<file path="src/rtl/dram_cmd_seq.sv">
// Single-bank DRAM command sequencer: turns one-at-a-time read/write requests into
// PRE/ACT/RD/WR commands spaced T_DELAY cycles apart, with idle auto-precharge.
module dram_cmd_seq #(
  parameter int unsigned T_DELAY    = 5,
  parameter int unsigned IDLE_CLOSE = 16
) (
  input  logic        clk,
  input  logic        rst,
  input  logic        req_valid,
  output logic        req_ready,
  input  logic        req_we,
  input  logic [31:0] req_addr,
  input  logic [31:0] req_wdata,
  input  logic [3:0]  req_wstrb,
  output logic        rsp_valid,
  input  logic        rsp_ready,
  output logic [31:0] rsp_rdata,
  output logic        DRAM_CSn,
  output logic        DRAM_RASn,
  output logic        DRAM_CASn,
  output logic [3:0]  DRAM_WEn,
  output logic [10:0] DRAM_A,
  output logic [31:0] DRAM_D,
  input  logic        DRAM_valid,
  input  logic [31:0] DRAM_Q
);

  localparam int unsigned TW  = 4;
  localparam int unsigned CW  = $clog2(IDLE_CLOSE + 2);
  localparam int unsigned RW  = 11;
  localparam int unsigned CLW = 10;

  typedef enum logic [2:0] {
    IDLE, PRE, ACT, RD, RD_WAIT, WR, RESP
  } state_t;

  state_t         state_q, state_d;
  logic [TW-1:0]  timer_q, timer_d;
  logic [CW-1:0]  idle_cnt_q, idle_cnt_d, idle_inc;
  logic           row_open_q, row_open_d;
  logic [RW-1:0]  row_q, row_d;
  logic           pend_q, pend_d;
  logic           we_q;
  logic [31:0]    addr_q, wdata_q;
  logic [3:0]     wstrb_q;

  logic           accept, issue;
  logic [31:0]    cur_addr, cur_wdata;
  logic [3:0]     cur_wstrb;
  logic [RW-1:0]  cur_row;
  logic [CLW-1:0] cur_col;

  logic           req_ready_d, rsp_valid_d;
  logic [31:0]    rsp_rdata_d, d_d;
  logic           ras_n_d, cas_n_d;
  logic [3:0]     we_n_d;
  logic [10:0]    a_d;

  logic           unused_addr_bits;
  assign unused_addr_bits = ^{cur_addr[31:23], cur_addr[1:0]};

  // Next state, timer, row tracking and the registered-output next values.
  always_comb begin
    state_d     = state_q;
    idle_cnt_d  = '0;
    pend_d      = pend_q;
    rsp_rdata_d = rsp_rdata;
    row_open_d  = row_open_q;
    row_d       = row_q;
    ras_n_d     = 1'b1;
    cas_n_d     = 1'b1;
    we_n_d      = 4'hF;
    a_d         = '0;
    d_d         = '0;

    accept    = (state_q == IDLE) && req_ready && req_valid;
    // Commands issued on the accept cycle take fields straight from the request port.
    cur_addr  = accept ? req_addr  : addr_q;
    cur_wdata = accept ? req_wdata : wdata_q;
    cur_wstrb = accept ? req_wstrb : wstrb_q;
    cur_row   = cur_addr[22:12];
    cur_col   = cur_addr[11:2];
    idle_inc  = (idle_cnt_q < CW'(IDLE_CLOSE)) ? idle_cnt_q + CW'(1) : idle_cnt_q;

    case (state_q)
      IDLE: begin
        if (accept) begin
          pend_d      = 1'b1;
          rsp_rdata_d = '0;
          if (row_open_q && (row_q == cur_row)) state_d = req_we ? WR : RD;
          else if (row_open_q)                  state_d = PRE;
          else                                  state_d = ACT;
        end else if (row_open_q && !req_valid && (IDLE_CLOSE != 0)) begin
          if ((idle_inc == CW'(IDLE_CLOSE)) && (timer_q == '0)) state_d = PRE;
          else                                                  idle_cnt_d = idle_inc;
        end
      end
      PRE: begin
        if (!pend_q)              state_d = IDLE;
        else if (timer_q == '0)   state_d = ACT;
      end
      ACT: begin
        if (timer_q == '0) state_d = we_q ? WR : RD;
      end
      RD:      state_d = RD_WAIT;
      RD_WAIT: begin
        if (DRAM_valid) begin
          rsp_rdata_d = DRAM_Q;
          state_d     = RESP;
        end
      end
      WR: begin
        if (timer_q == '0) state_d = RESP;
      end
      RESP: begin
        if (rsp_ready) begin
          pend_d  = 1'b0;
          state_d = IDLE;
        end
      end
      default: state_d = IDLE;
    endcase

    issue = (state_d != state_q) &&
            ((state_d == PRE) || (state_d == ACT) || (state_d == RD) || (state_d == WR));

    if (issue) begin
      case (state_d)
        PRE: begin
          ras_n_d    = 1'b0;
          we_n_d     = 4'h0;
          row_open_d = 1'b0;
          row_d      = '0;
        end
        ACT: begin
          ras_n_d    = 1'b0;
          a_d        = cur_row;
          row_open_d = 1'b1;
          row_d      = cur_row;
        end
        RD: begin
          cas_n_d = 1'b0;
          a_d     = {1'b0, cur_col};
        end
        WR: begin
          cas_n_d = 1'b0;
          we_n_d  = ~cur_wstrb;
          a_d     = {1'b0, cur_col};
          d_d     = cur_wdata;
        end
        default: ;
      endcase
    end

    timer_d     = issue ? TW'(T_DELAY - 1) : ((timer_q != '0) ? timer_q - TW'(1) : '0);
    req_ready_d = (state_d == IDLE) && (timer_d == '0);
    rsp_valid_d = (state_d == RESP);
  end

  // State, request capture and registered outputs.
  always_ff @(posedge clk or negedge rst) begin
    if (!rst) begin
      state_q    <= IDLE;
      timer_q    <= '0;
      idle_cnt_q <= '0;
      row_open_q <= 1'b0;
      row_q      <= '0;
      pend_q     <= 1'b0;
      we_q       <= 1'b0;
      addr_q     <= '0;
      wdata_q    <= '0;
      wstrb_q    <= '0;
      req_ready  <= 1'b0;
      rsp_valid  <= 1'b0;
      rsp_rdata  <= '0;
      DRAM_CSn   <= 1'b1;
      DRAM_RASn  <= 1'b1;
      DRAM_CASn  <= 1'b1;
      DRAM_WEn   <= 4'hF;
      DRAM_A     <= '0;
      DRAM_D     <= '0;
    end else begin
      state_q    <= state_d;
      timer_q    <= timer_d;
      idle_cnt_q <= idle_cnt_d;
      row_open_q <= row_open_d;
      row_q      <= row_d;
      pend_q     <= pend_d;
      if (accept) begin
        we_q    <= req_we;
        addr_q  <= req_addr;
        wdata_q <= req_wdata;
        wstrb_q <= req_wstrb;
      end
      req_ready  <= req_ready_d;
      rsp_valid  <= rsp_valid_d;
      rsp_rdata  <= rsp_rdata_d;
      DRAM_CSn   <= 1'b0;
      DRAM_RASn  <= ras_n_d;
      DRAM_CASn  <= cas_n_d;
      DRAM_WEn   <= we_n_d;
      DRAM_A     <= a_d;
      DRAM_D     <= d_d;
    end
  end

endmodule
</file>
<file path="config.mk">
export PLATFORM = sky130hd
export DESIGN_NAME = dram_cmd_seq
export DESIGN_NICKNAME = d
export VERILOG_FILES = /design/src/rtl/dram_cmd_seq.sv
export SDC_FILE = /design/constraint.sdc
export NUM_CORES = 1
export LEC_CHECK = 0
export BUFFER_PORTS_ARGS = -buffer_cell sky130_fd_sc_hd__buf_4
export CORE_MARGIN = 2
export CORE_UTILIZATION = 48
export CTS_BUF_LIST = sky130_fd_sc_hd__clkbuf_16
export CTS_CLUSTER_DIAMETER = 100
export DETAILED_ROUTE_END_ITERATION = 10
export PLACE_DENSITY_LB_ADDON = 0.05
export SKIP_CTS_REPAIR_TIMING = 1
export SLEW_MARGIN = 20
export SYNTH_ARGS = -nofsm -noshare
export SYNTH_HDL_FRONTEND = slang
export SYNTH_SLANG_ARGS = --single-unit
</file>
<file path="constraint.sdc">
create_clock -name clk -period 4.2 [get_ports clk]
set_input_delay 0.63 -clock clk [delete_from_list [all_inputs] [get_ports clk]]
set_output_delay 0.63 -clock clk [all_outputs]
set_load 0.01 [all_outputs]
</file>
==> impl_metrics.toml <==
[logic_synthesis]
synth_top_area_share_pct = 57.1
synth_seq_area_share_pct = 59.7
syn_inst = 710
yosysWarnings = 0
synth_area_per_cell_sq_um = 9.88
synth_top_cells_by_count = "nand2_1 (201), dfrtp_1 (160), o21ai_0 (56)"
synth_area_sq_um = 7010
synthAdderAreaFrac_pct = 0.535
synth_seq_cells = 167
synthesis.nets = 819
synth_top_family_by_area = "simple AND/OR/NAND/NOR gates"
synth_edf_count = 0
synth_xor_area_share_pct = 0.749
yosysTopAreaCell = "dfrtp_1"
synthMuxAreaShare_pct = 0.446
ys.flop_type = "dfrtp_1"
synth_most_common_cell = "nand2_1"
synth-simple-area-share_pct = 19.0
synth_cell_types = 56
synth_area_leaders = "dfrtp_1 (57%), nand2_1 (11%), o21ai_0 (4.0%)"
synthArstFlopShare_pct = 100
synth_compound_area_share_pct = 16.1

[setup_path]
critPathMaxFanout = 13
rr_worst_depth = 7
cpMaxStageDelayCell = "nor4_4"
max_stage_delay_ps = 630
timing.critical_path.to_type = "flop"
worst_path_dominant_cell_family = "simple AND/OR/NAND/NOR gates"
critPathLaunchType = "flop"
crit_buf_inv = 0
r2r_slack_ps = 680
worstPathCellList = "or3_1 -> o21ai_1 -> a21oi_1 -> or4_4 -> nor4_4 -> o21a_1 -> o211ai_1"
cp.required_ps = 4480
regToRegEndpoint = "row_q[4]"
rr_startpoint = "state_q[2]"
crit_type = "reg2reg"
cp.arrival_ps = 3800

[clocking]
cts_tree = "built"
clk_pin_slew_worst_paths_ps = 70
htree_num_levels = 4
clockBufferDepth = 2
clk_latency_ps = 420
cts_buffers = 17
clock_tree.root_cell = "clkbuf_16"
clock-sinks = 167

[global_route]
grt_first_pass_wirelength_mm = 30.0
grt_max_degree = 93
grt_pass1_vias = 6007
overflow = 0
antenna_found_initial = 0
grt_usage_pct = 23.8

[die]
start_util_pct = 48.6
coreArea_sq_um = 14400
ios = 190
die_h_um = 125
die_x_um = 125
rows = 44
die_area_sq_um = 15600

[sta]
fin_crit_sh_pct = 83.8
fin_skew_ps = 13.2
rsz0062_at_grt = "false"
setup_viol = 0
relSlewSlack_pct = 49.7
hold_viol = 0
fmax_mhz = 284
slew_violations = 0
tns_ps = 0
finalCriticalPeriod_ps = 3520
worst_pin_slew_ps = 753

[detailed_routing]
drt_first_pass_iters = 7
ant_nets = 0
drt-total-wl_mm = 17.9
vias = 5845
vias_per_cell = 5.44
wl_per_cell_um = 16.6
drtIter0Drc = 433
drc_errors = 0

[place]
port_buffers = 178
dpl_cell_area_sq_um = 8550
gp_congestion = 0.860
hpwl_mm = 12.1

[run]
maxCapViolations = 0

[power]
leakage_nw = 4.66
power.density_nw_per_um2 = 672
ir_worst_vdd_mv = 0.304

[finish]
nets = 986
drive_gt1_share_pct = 26.6
num-fill-cells = 1254
fin_area_sq_um = 9140
flow.area_growth_from_synthesis_pct = 30.3
antennaDiodeCount = 0

[hold_path]
hold_class = "in2async"

[outcome]
status = "finished, final reports clean"
routing by layer:
layer | wire length, um | track usage [%] | vias to the layer above
met5 | 0 | 0 | -
met2 | 8500 | 37.8 | 220
met3 | 1310 | 6.83 | 35
met4 | 422 | 8.69 | 0
li1 | - | - | 2768
met1 | 7640 | 31.5 | 2822
logic make-up (layout without fill, tap and decap cells):
logic type      after synthesis  in the layout
fa+ha+maj                     3              3
mux                           3              3
compound gates              179            179
xor+xnor                      6              6
simple gates                292            292
buf+inv                      59            239
other cells                   1              1
flops                       167            167
through the flow:
stage | setup slack (ps) | power [W] | utilization, % | std cells | hold WS (ps)
after floorplan | 1370 | 0.00373 | - | 710 | 334
after detailed placement | 692 | 0.00459 | 59.3 | 1042 | 453
after CTS | 707 | 0.00616 | 63.4 | 1074 | 243
final | 679 | 0.00614 | 63.4 | 1074 | 218
after global placement | 698 | 0.00451 | 59.3 | 1042 | 451
after global routing | 365 | 0.00654 | 63.4 | 1074 | 263
placed cells by master, fill, tap and decap left out, types with 7 or more instances in the layout:
master       n
a21oi_1     36
a22o_1      17
buf_4      189
clkbuf_16   17
dfrtp_1    160
dfstp_2      7
inv_1       17
nand2_1    200
nand2b_1     9
nand3_1     11
nor2_1      17
nor4b_1     13
o211ai_1    20
o21ai_0     56
o21ai_1      8
o21bai_1    10
how the worst max path moves through the flow:
stage,from,to,slack (ps),depth (start not counted)
after global routing,timer_q[0],row_q[6],360,10
after floorplan,timer_q[0],row_q[5],1370,11
after global placement,req_valid,DRAM_RASn,700,9
after detailed placement,req_valid,row_q[4],690,8
final,state_q[2],row_q[4],680,7
after CTS,state_q[2],row_q[6],710,7
power by group:
part	switching (W)	internal [W]	total [W]
Clock	0.000639	0.000928	0.00157
Combinational	0.00123	0.000911	0.00214
Sequential	0.000292	0.00214	0.00244
final cells by class:
cell class,count,area [sq um],area share [%]
Multi-Input combinational cell,484,2610,28.6
Inverter,15,56.3,0.616
Timing Repair Buffer,192,1470,16.1
Tap cell,184,230,2.52
Sequential cell,167,4190,45.8
Clock buffer,17,425,4.65
Clock inverter,15,161,1.77
state kept, by name, summed over array words and instances, names as in the netlist:
| signal | flops |
|---|---|
| we_q | 1 |
| timer_q | 4 |
| req_ready | 1 |
| pend_q | 1 |
| DRAM_RASn | 1 |
| DRAM_A | 11 |
| idle_cnt_q | 5 |
| wstrb_q | 4 |
| DRAM_D | 32 |
| wdata_q | 32 |
| state_q | 3 |
| row_open_q | 1 |
| rsp_valid | 1 |
| DRAM_CSn | 1 |
| DRAM_WEn | 4 |
| rsp_rdata | 32 |
| row_q | 11 |
| addr_q | 21 |
| DRAM_CASn | 1 |
worst register-to-register path, stage by stage, from the launching register on:
cell and delay, ps:
dfrtp_1 460, or3_1 620, o21ai_1 290, a21oi_1 100, or4_4 580, nor4_4 630, o21a_1 510, o211ai_1 190
Note: power is estimated with default switching activity, not from simulation.
